File: src/rtl/uart_rx_core.sv
// UART receive front end: 16x oversampling, start validation,
// LSB-first data shift, optional parity and stop check with FE/PE/OE flags.
module uart_rx_core #(
    parameter int BAUD_DIV   = 27,
    parameter int DATA_BITS  = 8,
    parameter int PARITY_EN  = 1,
    parameter int PARITY_ODD = 0
) (
    input  logic                 clk,
    input  logic                 clr,
    input  logic                 rxd,
    input  logic                 rd,
    output logic [DATA_BITS-1:0] rx_data,
    output logic                 ready,
    output logic                 FE,
    output logic                 PE,
    output logic                 OE,
    output logic                 busy
);

    localparam int TW = (BAUD_DIV > 1) ? $clog2(BAUD_DIV) : 1;
    localparam logic [TW-1:0] TICK_MAX = TW'(BAUD_DIV - 1);
    localparam logic [2:0] LAST_BIT = 3'(DATA_BITS - 1);

    typedef enum logic [2:0] {
        IDLE, START, DATA, PARITY, STOP, WAIT_HIGH
    } state_t;

    state_t state, state_nx;

    logic                 rx_meta, rxs;
    logic [TW-1:0]        tick_cnt;
    logic                 tick;
    logic [3:0]           sample_cnt;
    logic [2:0]           bit_cnt;
    logic [DATA_BITS-1:0] shreg;
    logic                 perr_pending;
    logic                 start_entry, bit_end, mid_start;
    logic                 data_smp, par_smp, stop_smp, ferr_now;

    assign tick = (tick_cnt == TICK_MAX);

    // two-flop synchronizer for the asynchronous serial line
    always_ff @(posedge clk or posedge clr) begin
        if (clr) begin
            rx_meta <= 1'b1;
            rxs     <= 1'b1;
        end else begin
            rx_meta <= rxd;
            rxs     <= rx_meta;
        end
    end

    // free-running oversample tick, re-phased at each start edge
    always_ff @(posedge clk or posedge clr) begin
        if (clr)
            tick_cnt <= '0;
        else if (start_entry || tick)
            tick_cnt <= '0;
        else
            tick_cnt <= tick_cnt + TW'(1);
    end

    // FSM state register
    always_ff @(posedge clk or posedge clr) begin
        if (clr)
            state <= IDLE;
        else
            state <= state_nx;
    end

    // FSM next-state logic
    always_comb begin
        state_nx = state;
        unique case (state)
            IDLE:      if (!rxs) state_nx = START;
            START:     if (mid_start) state_nx = rxs ? IDLE : DATA;
            DATA:      if (data_smp && bit_cnt == LAST_BIT)
                           state_nx = (PARITY_EN != 0) ? PARITY : STOP;
            PARITY:    if (par_smp) state_nx = STOP;
            STOP:      if (stop_smp) state_nx = rxs ? IDLE : WAIT_HIGH;
            WAIT_HIGH: if (rxs) state_nx = IDLE;
            default:   state_nx = IDLE;
        endcase
    end

    // FSM output strobes: sampling points within each bit
    always_comb begin
        start_entry = (state == IDLE) && !rxs;
        bit_end     = tick && (sample_cnt == 4'd15);
        mid_start   = (state == START) && tick && (sample_cnt == 4'd7);
        data_smp    = (state == DATA) && bit_end;
        par_smp     = (state == PARITY) && bit_end;
        stop_smp    = (state == STOP) && bit_end;
        ferr_now    = stop_smp && !rxs;
    end

    // tick-within-bit and data-bit counters, restarted on every transition
    always_ff @(posedge clk or posedge clr) begin
        if (clr) begin
            sample_cnt <= '0;
            bit_cnt    <= '0;
        end else if (state_nx != state) begin
            sample_cnt <= '0;
            bit_cnt    <= '0;
        end else begin
            if (tick)
                sample_cnt <= sample_cnt + 4'd1;
            if (data_smp)
                bit_cnt <= bit_cnt + 3'd1;
        end
    end

    // shift register and parity check
    always_ff @(posedge clk or posedge clr) begin
        if (clr) begin
            shreg        <= '0;
            perr_pending <= 1'b0;
        end else begin
            if (start_entry)
                perr_pending <= 1'b0;
            if (data_smp)
                shreg <= {rxs, shreg[DATA_BITS-1:1]};
            if (par_smp)
                perr_pending <= ^{shreg, rxs, 1'(PARITY_ODD)};
        end
    end

    // receive data register and status flags; completion beats rd
    always_ff @(posedge clk or posedge clr) begin
        if (clr) begin
            rx_data <= '0;
            ready   <= 1'b0;
            FE      <= 1'b0;
            PE      <= 1'b0;
            OE      <= 1'b0;
        end else if (stop_smp && (!ready || rd)) begin
            rx_data <= shreg;
            ready   <= 1'b1;
            FE      <= ferr_now;
            PE      <= perr_pending;
            OE      <= 1'b0;
        end else if (stop_smp) begin
            OE <= 1'b1;
        end else if (rd && ready) begin
            ready <= 1'b0;
            FE    <= 1'b0;
            PE    <= 1'b0;
            OE    <= 1'b0;
        end
    end

    // busy trails the state by one clock
    always_ff @(posedge clk or posedge clr) begin
        if (clr)
            busy <= 1'b0;
        else
            busy <= (state != IDLE);
    end

endmodule

File: config.mk
export PLATFORM = sky130hd
export DESIGN_NAME = uart_rx_core
export DESIGN_NICKNAME = d
export VERILOG_FILES = /design/src/rtl/uart_rx_core.sv
export SDC_FILE = /design/constraint.sdc
export NUM_CORES = 1
export LEC_CHECK = 0
export CELL_PAD_IN_SITES_DETAIL_PLACEMENT = 2
export CELL_PAD_IN_SITES_GLOBAL_PLACEMENT = 2
export CORE_UTILIZATION = 41
export CTS_CLUSTER_SIZE = 24
export DETAILED_ROUTE_END_ITERATION = 8
export PLACE_DENSITY_LB_ADDON = 0.1
export REMOVE_ABC_BUFFERS = 1
export SLEW_MARGIN = 25
export SYNTH_ARGS = -nofsm -noshare
export SYNTH_HDL_FRONTEND = slang
export SYNTH_SLANG_ARGS = --single-unit
File: constraint.sdc
create_clock -name clk -period 4.8 [get_ports clk]
set_clock_uncertainty 0.1 [all_clocks]
set_input_delay 0.96 -clock clk [delete_from_list [all_inputs] [get_ports clk]]
set_output_delay 0.96 -clock clk [all_outputs]
set_load 0.02 [all_outputs]
==> results of run 1 <==
## through the flow
stage	instances	hold WS, ps
global route	236	270
global placement	228	247
finish	236	262
detailed placement	228	250
floorplan	159	245
CTS	236	264
## worst register-to-register path: cells and delay by family (launching register included)
| family | cells | cell delay (ps) |
|---|---|---|
| flops | 1 | 630 |
| mux | 1 | 420 |
| simple gates | 2 | 1140 |
## metal layers
layer  wire length (um)  vias up  global-route usage, %
met3                 93        5                   3.99
met4                 38        0                   4.22
li1                   -      630                      -
met5                  0        -                      0
met2               2200       16                   32.8
met1               2030      703                   26.3
## cells in the mapped netlist (3+ instances only)
master	n
sky130_fd_sc_hd__a21oi_1	3
sky130_fd_sc_hd__a31oi_1	5
sky130_fd_sc_hd__clkbuf_1	4
sky130_fd_sc_hd__dfrtp_1	37
sky130_fd_sc_hd__ha_1	5
sky130_fd_sc_hd__inv_1	6
sky130_fd_sc_hd__mux2_2	16
sky130_fd_sc_hd__mux2i_1	7
sky130_fd_sc_hd__nand2_1	9
sky130_fd_sc_hd__nand3_1	4
sky130_fd_sc_hd__nor2_1	9
sky130_fd_sc_hd__nor3_1	11
sky130_fd_sc_hd__xnor2_1	8
sky130_fd_sc_hd__xor2_1	5
## area by class of cell
type                            count  area [um2]  area share (%)
Tap cell                           52        65.1            2.93
Inverter                            6        22.5            1.01
Multi-Input combinational cell    114         905            40.8
Timing Repair Buffer               17         168            7.55
Sequential cell                    39         978            44.1
Clock inverter                      1        5.00           0.225
Clock buffer                        7        76.3            3.44
## registers in the layout, indices dropped and copies added, names as in the netlist
| register | count |
|---|---|
| rx_data | 8 |
| busy | 1 |
| bit_cnt | 3 |
| perr_pending | 1 |
| shreg | 8 |
| OE | 1 |
| PE | 1 |
| tick_cnt | 5 |
| FE | 1 |
| rxs | 1 |
| rx_meta | 1 |
| ready | 1 |
| sample_cnt | 4 |
| state | 3 |
## cells by family (layout without fill, tap and decap cells)
| family | count (synthesis) | in the layout |
|---|---|---|
| xor gates and xnor gates | 14 | 14 |
| AOI/OAI and AO/OA | 18 | 18 |
| muxes | 23 | 23 |
| and+or+nand+nor | 54 | 54 |
| buffers and inverters | 13 | 31 |
| DFF | 39 | 39 |
| adders and majority gates | 5 | 5 |
## final timing paths
| kind | startpoint | endpoint | slack (ps) | cells past startpoint |
|---|---|---|---|---|
| worst max-delay path | ready | ready | 2340 | 1 |
| worst min-delay path | rx_meta | rxs | 260 | 0 |
| worst max register to register | state[1] | shreg[4] | 2410 | 3 |
| worst min register to register | rx_meta | rxs | 260 | 0 |
| max in group asynchronous | clr | rx_meta | 3240 | 3 |
| min in group asynchronous | clr | sample_cnt[3] | 1010 | 3 |
## power by group through the flow
| stage | Sequential (uW) | Combinational [uW] | Clock (uW) |
|---|---|---|---|
| final | 335 | 19.9 | 218 |
| after global routing | 335 | 22.7 | 237 |
| after CTS | 335 | 20.6 | 221 |
| after detailed placement | 341 | 20.5 | 0 |
| after global placement | 341 | 20.0 | 0 |
| after floorplan | 342 | 9.05 | 0 |
==> out/results.ini, run 1 <==
[critical_path]
timing.critical_path.fanout_max = 7
setup.worst_path.class = reg -> out
worst_path_largest_cell_delay_ps = 650
cp_cell_sequence = clkdlybuf4s50_1
critical_path_buf_inv_count = 1
critPathLaunchType = register
worst_path_max_delay_cell = sky130_fd_sc_hd__clkdlybuf4s50_1
crit_required_ps = 3740
path_delay_family = buffers and inverters
cp.arrival_ps = 1400
crit_path_end_kind = primary output

[logic_synthesis]
synthTopCellsByArea = sky130_fd_sc_hd__dfrtp_1 48%, sky130_fd_sc_hd__mux2_2 9.3%, sky130_fd_sc_hd__mux2i_1 3.6%
post_synth_and_or_nand_nor_area_fraction_pct = 17.1
muxShareOfSynthArea_pct = 12.9
asyncSetResetFlopFracSynth_pct = 100
syn_inst = 166
dominantRegCellSynth = sky130_fd_sc_hd__dfrtp_1
share_of_synthesized_area_occupied_by_flip_flops_and_latches_pct = 50.3
area_share_of_xor_xnor_cells_in_the_synthesized_design_pct = 7.01
compound_gate_portion_of_the_synthesized_area_pct = 6.31
synth_top_cell_area_share_pct = 47.6
synth_top_family_by_area = simple AND/OR/NAND/NOR gates
synth_enable_flop_cells = 0
ys.warnings.count = 0
avgSynthCellArea_um2 = 11.7
synth-adder-area-share_pct = 3.22
post_synth_num_cell_types = 41
synth_top_area_cell = sky130_fd_sc_hd__dfrtp_1
flops_latches_synth = 39
syn-cell-area_um2 = 1940

[timing]
unrepaired_setup_endpoints_after_global_routing = no
totalNegativeSetupSlack_ps = 0
report.final.setup_viol = 0
relSlewSlack_pct = 40.7
post-route-worst-setup-slack_ps = 2340
tightestPinTransition_ps = 878
finalHoldViolations = 0
fin_crit_sh_pct = 51.2
fmaxAchievable_mhz = 407
period_needed_ps = 2460
report.final.slew_viol_count = 0

[die]
die-area_um2 = 5020
core-area_um2 = 4440
design.portCount = 17
die_height_um = 70.9
start_util_pct = 43.8
rows = 24
dieWidth_um = 70.9

[power]
clkPwrFrac_pct = 38.1
vdd_ir_drop_max_mv = 0.185
p_sw_uw = 131
power.density_cell_area_nw_per_um2 = 258
power.share.sequential_pct = 58.4
internal-power_uw = 442
switching_share_pct = 22.8
finalPower_uw = 572
p_leak_uw = 0.00102
combPwrFrac_pct = 3.5

[min_path]
worst_hold_path_type = reg -> reg

[finish]
finalCoreUtilization_pct = 49.9
finish.net_count = 192
layout-drive-gt1-share_pct = 16.3
mostFrequentLayoutCell = sky130_fd_sc_hd__dfrtp_1
final_cell_mix = 37 x sky130_fd_sc_hd__dfrtp_1, 16 x sky130_fd_sc_hd__mux2_2, 16 x sky130_fd_sc_hd__clkdlybuf4s50_1, 11 x sky130_fd_sc_hd__nor3_1
number_of_antenna_repair_diodes = 0
num-fill-cells = 457
syn_to_final_growth_pct = 14.2
finalInstanceArea_um2 = 2220

[placement]
post-dp-hpwl_mm = 3.12
placed_cell_area_um2 = 2140
routabilityCongestion = 0.705
portBuffers = 16
worst_slack_after_detailed_placement_ps = 2360

[clock_network]
max-clock-path-buffers = 2
buffers_inserted_by_post_cts_timing_repair = 0
post_cts_hold_buffer_count = 0
cts_tree = built
cts_made_buffers = 5
clk_latency_ps = 290
clock_sinks = 39
cts.htree.levels = 2
worst_setup_hold_path_clk_slew_ps = 70
post_cts_resized = 0
cts_root_buf = sky130_fd_sc_hd__clkbuf_8

[grt]
first_pass_grt_wire_length_mm = 7.56
grtUsageTotal_pct = 19.5
initial_antenna_violation_count = 0
largest_net_degree_at_the_start_of_global_routing = 40
grt_pass1_vias = 1509
globalRouteOverflowTotal = 0

[drt]
detailroute.via_count = 1354
number_of_antenna_violating_nets_in_the_routed_design = 0
drtIter0Drc = 50
routed_length_per_placed_instance_um = 18.5
drcViolationCount = 0
post_drt_via_cell_ratio = 5.74
drt_wl_total_mm = 4.36
1st_pass_router_iterations = 6

[outcome]
status = complete, no violations

[job]
timing.max_cap.violations = 0

Note: power is estimated with default switching activity, not from simulation.
==> inputs of run 2 (changes only) <==
- CORE_UTILIZATION: 41 -> 38
- clock period: 4.8 -> 2.45 ns (I/O delays scaled with it)
==> run 2 against run 1 <==
Effect of this change: critical path depth is 4 higher; cell count up 8.9%; sequential share of layout area decreased by 1.5 points; worst hold slack gained 3.7 ps; via count up 1.1%; non-clock buffer count increased by 6; clock-buffer cell count did not move; sequential power grew 96%; global-route usage grew 0.41 points; cell area rose by 3.5%; die area rose by 7.7%; critical path type is now reg -> reg; critical endpoint is now bit_cnt[2]; largest power group unchanged; highest routed layer unchanged.
==> out/results.ini, run 2 (synthesis results as in run 1) <==
[outcome]
status = complete, no violations

[timing]
period_needed_ps = 2100
finalHoldViolations = 0
fmaxAchievable_mhz = 476
report.final.slew_viol_count = 0
report.final.setup_viol = 0
totalNegativeSetupSlack_ps = 0
fin_crit_sh_pct = 85.8
relSlewSlack_pct = 66.1
unrepaired_setup_endpoints_after_global_routing = no
tightestPinTransition_ps = 509

[clock_network]
cts_tree = built
cts_root_buf = sky130_fd_sc_hd__clkbuf_8
clock_sinks = 39
buffers_inserted_by_post_cts_timing_repair = 0
cts_made_buffers = 5
cts.htree.levels = 2
worst_setup_hold_path_clk_slew_ps = 80
max-clock-path-buffers = 2
post_cts_hold_buffer_count = 0
post_cts_resized = 0
clk_latency_ps = 300

[placement]
post-dp-hpwl_mm = 3.28
portBuffers = 16
routabilityCongestion = 0.683

[die]
design.portCount = 17
dieWidth_um = 73.5
core-area_um2 = 4820
die-area_um2 = 5410
rows = 25
start_util_pct = 40.4
die_height_um = 73.5

[power]
power.density_cell_area_nw_per_um2 = 504
finalPower_uw = 1160
p_leak_uw = 0.00106
vdd_ir_drop_max_mv = 0.293

[finish]
num-fill-cells = 528
mostFrequentLayoutCell = sky130_fd_sc_hd__dfrtp_1
finalCoreUtilization_pct = 47.7
multiInputGateArea_um2 = 905
sequential_cell_area_um2 = 978
finish.net_count = 198
layout-drive-gt1-share_pct = 19.5
syn_to_final_growth_pct = 18.1
number_of_antenna_repair_diodes = 0
final_cell_mix = 37 x sky130_fd_sc_hd__dfrtp_1, 16 x sky130_fd_sc_hd__mux2_2, 16 x sky130_fd_sc_hd__clkdlybuf4s50_1, 11 x sky130_fd_sc_hd__nor3_1
layout_top_registers = rx_data: 8 flops, shreg: 8 flops, tick_cnt: 5 flops

[drt]
post_drt_via_cell_ratio = 5.33
detailroute.via_count = 1369
1st_pass_router_iterations = 2
drcViolationCount = 0
number_of_antenna_violating_nets_in_the_routed_design = 0
drtIter0Drc = 68
drt_wl_total_mm = 4.64
routed_length_per_placed_instance_um = 18.1

[critical_path]
cp.arrival_ps = 2180
worstSetupPathDepth = 5
worst_path_largest_cell_delay_ps = 620
rr_startpoint = state[1]
reg2reg_depth = 5
path_delay_family = simple AND/OR/NAND/NOR gates
setup.worst_path.class = reg -> reg
worst_path_max_delay_cell = sky130_fd_sc_hd__dfrtp_1
timing.critical_path.fanout_max = 15
crit_path_end_kind = register
setup.worst_path.end = bit_cnt[2]
critPathLaunch = state[1]
critPathLaunchType = register
r2r_slack_ps = 350
cp_cell_sequence = or3b_2, nor4_4, buf_4, mux2i_1, nor3_1
critical_path_buf_inv_count = 1
worstReg2RegEnd = bit_cnt[2]
crit_required_ps = 2530

[grt]
largest_net_degree_at_the_start_of_global_routing = 40
first_pass_grt_wire_length_mm = 7.82
grt_pass1_vias = 1522
grtUsageTotal_pct = 19.9
initial_antenna_violation_count = 0
globalRouteOverflowTotal = 0

[min_path]
worst_hold_path_type = reg -> reg
whs_path_depth = 0

[job]
timing.max_cap.violations = 0

run 2: stage by stage:
step	cells	hold WS, ps	instance area (um2)	setup WS, ps
after global routing	257	268	2300	272
after floorplan	159	245	1910	356
after CTS	257	267	2300	310
after global placement	249	254	2200	386
after detailed placement	249	255	2200	344
final	257	266	2300	348
run 2: worst min-delay path by stage:
stage / startpoint / end / slack, ps
final: rx_meta / rxs / 270
after global placement: rx_meta / rxs / 250
after CTS: rx_meta / rxs / 270
after detailed placement: rx_meta / rxs / 250
after floorplan: rx_meta / rxs / 250
after global routing: rx_meta / rxs / 270
run 2: area by class of cell:
| type | instances | area share, % |
|---|---|---|
| sequential | 39 | 42.6 |
| multi-input combinational | 114 | 39.4 |
| timing repair buffer | 23 | 9.26 |
| clock buffer | 7 | 3.76 |
| tap | 67 | 3.65 |
| inverter | 6 | 0.980 |
| clock inverter | 1 | 0.381 |
run 2: power by group:
part	leakage, uW	switching [uW]	internal [uW]
sequential	0.000506	5.96	649
clock	0.0000484	234	231
combinational	0.000507	23.0	16.0
total	0.00106	263	896
run 2: per-layer routing:
metal  wire length (um)  vias up  GRT usage (%)
met5                  0        -              0
met4                 55        0           5.77
met3                136        5           5.21
met2               2280       16           32.6
met1               2170      704           26.0
li1                   -      644              -
==> inputs of run 3 (changes only) <==
- CORE_MARGIN: unset -> 2
- GPL_TIMING_DRIVEN: unset -> 0
==> run 3 against run 2 <==
Effect of this change: global-route usage shrank 2.3 points; die area grew 5.5%; worst hold slack got worse by 6.9 ps; critical path depth down 1; largest cell class unchanged; largest power group unchanged; highest routed layer unchanged.
==> out/results.ini, run 3 (synthesis results as in run 1) <==
[clock_network]
clk_latency_ps = 290
cts_made_buffers = 5
cts_tree = built
clock_sinks = 39
cts.htree.levels = 2
buffers_inserted_by_post_cts_timing_repair = 2
post_cts_hold_buffer_count = 0
worst_setup_hold_path_clk_slew_ps = 70
max-clock-path-buffers = 2
post_cts_resized = 0
cts_root_buf = sky130_fd_sc_hd__clkbuf_8

[finish]
layout_top_registers = rx_data: 8 flops, shreg: 8 flops, tick_cnt: 5 flops
number_of_antenna_repair_diodes = 0
final_cell_mix = 37 x sky130_fd_sc_hd__dfrtp_1, 16 x sky130_fd_sc_hd__mux2_2, 16 x sky130_fd_sc_hd__clkdlybuf4s50_1, 11 x sky130_fd_sc_hd__nor3_1
layout-drive-gt1-share_pct = 18.3
mostFrequentLayoutCell = sky130_fd_sc_hd__dfrtp_1
syn_to_final_growth_pct = 19.8
finish.net_count = 194

[critical_path]
worstSetupPathDepth = 4
crit_required_ps = 2520
worstReg2RegEnd = rx_data[2]
cp.arrival_ps = 2370
critPathLaunchType = register
rr_startpoint = state[2]
setup.worst_path.class = reg -> reg
reg2reg_depth = 4
setup.worst_path.end = rx_data[2]
timing.critical_path.fanout_max = 18
crit_path_end_kind = register
critPathLaunch = state[2]
worst_path_largest_cell_delay_ps = 720
worst_path_max_delay_cell = sky130_fd_sc_hd__dfrtp_1
r2r_slack_ps = 160
path_delay_family = simple AND/OR/NAND/NOR gates
critical_path_buf_inv_count = 0
cp_cell_sequence = or3b_4, nor4_4, nand2_4, mux2_2

[timing]
tightestPinTransition_ps = 806
unrepaired_setup_endpoints_after_global_routing = no
report.final.setup_viol = 0
hold-worst-slack_ps = 259
totalNegativeSetupSlack_ps = 0
report.final.slew_viol_count = 0
fmaxAchievable_mhz = 436
fin_crit_sh_pct = 93.6
post-route-worst-setup-slack_ps = 156
finalHoldViolations = 0
period_needed_ps = 2290
relSlewSlack_pct = 45.5

[power]
p_leak_uw = 0.00106
switching_share_pct = 19.0
internal-power_uw = 1080
clkPwrFrac_pct = 47.4
finalPower_uw = 1330
power.share.sequential_pct = 49.3
combPwrFrac_pct = 3.3
power.density_cell_area_nw_per_um2 = 570
p_sw_uw = 252
vdd_ir_drop_max_mv = 0.288

[die]
core-area_um2 = 5010
design.portCount = 17
die-area_um2 = 5700
die_height_um = 75.5
start_util_pct = 38.8
dieWidth_um = 75.5
rows = 26

[drt]
1st_pass_router_iterations = 4
detailroute.via_count = 1343
drt_wl_total_mm = 4.49
post_drt_via_cell_ratio = 5.25
drcViolationCount = 0
number_of_antenna_violating_nets_in_the_routed_design = 0
routed_length_per_placed_instance_um = 17.6
drtIter0Drc = 60

[job]
timing.max_cap.violations = 0

[placement]
routabilityCongestion = 0.709
post-dp-hpwl_mm = 3.28
worst_slack_after_detailed_placement_ps = 5.97
portBuffers = 16

[grt]
initial_antenna_violation_count = 0
first_pass_grt_wire_length_mm = 7.44
globalRouteOverflowTotal = 0
largest_net_degree_at_the_start_of_global_routing = 22
grtUsageTotal_pct = 17.6
grt_pass1_vias = 1449

[min_path]
worst_hold_path_type = reg -> reg
holdCritStartpoint = rx_meta

[outcome]
status = complete, no violations

-- run 3: final cells by class --
type                            count  area (um2)
Clock buffer                        6        72.6
Clock inverter                      2        60.1
Fill cell                         525        2680
Inverter                            6        22.5
Multi-Input combinational cell    114         905
Sequential cell                    39         978
Tap cell                           70        87.6
Timing Repair Buffer               19         203
-- run 3: how the worst min path moves through the flow --
stage,cells past startpoint,to,slack [ps]
floorplan,0,rxs,250
global placement,0,rxs,250
detailed placement,0,rxs,250
CTS,0,rxs,260
global route,0,rxs,260
finish,0,rxs,260
-- run 3: metal layers --
metal	global-route usage [%]	wire, um
met5	0	0
met2	29.4	2290
met4	4.87	23
met1	22.8	2050
met3	4.37	126
-- run 3: worst reg2reg max path: cells and delay by family (launching register included) --
kind | cells | cell delay, ps
flops | 1 | 720
simple gates | 3 | 1050
mux | 1 | 320
-- run 3: power groups by stage --
stage	combinational, uW	sequential [uW]	clock (uW)
detailed placement	45.0	668	0
CTS	44.9	655	651
floorplan	17.7	670	0
global placement	37.2	668	0
finish	43.6	655	629
global route	48.6	656	680
-- run 3: metrics by stage --
step	cell area [um2]	cells	util, %
3_3_place_gp	2150	245	43.0
3_5_place_dp	2180	246	43.5
5_1_grt	2330	256	46.5
4_1_cts	2330	256	46.5
6_report	2330	256	46.5
2_1_floorplan	1910	159	-
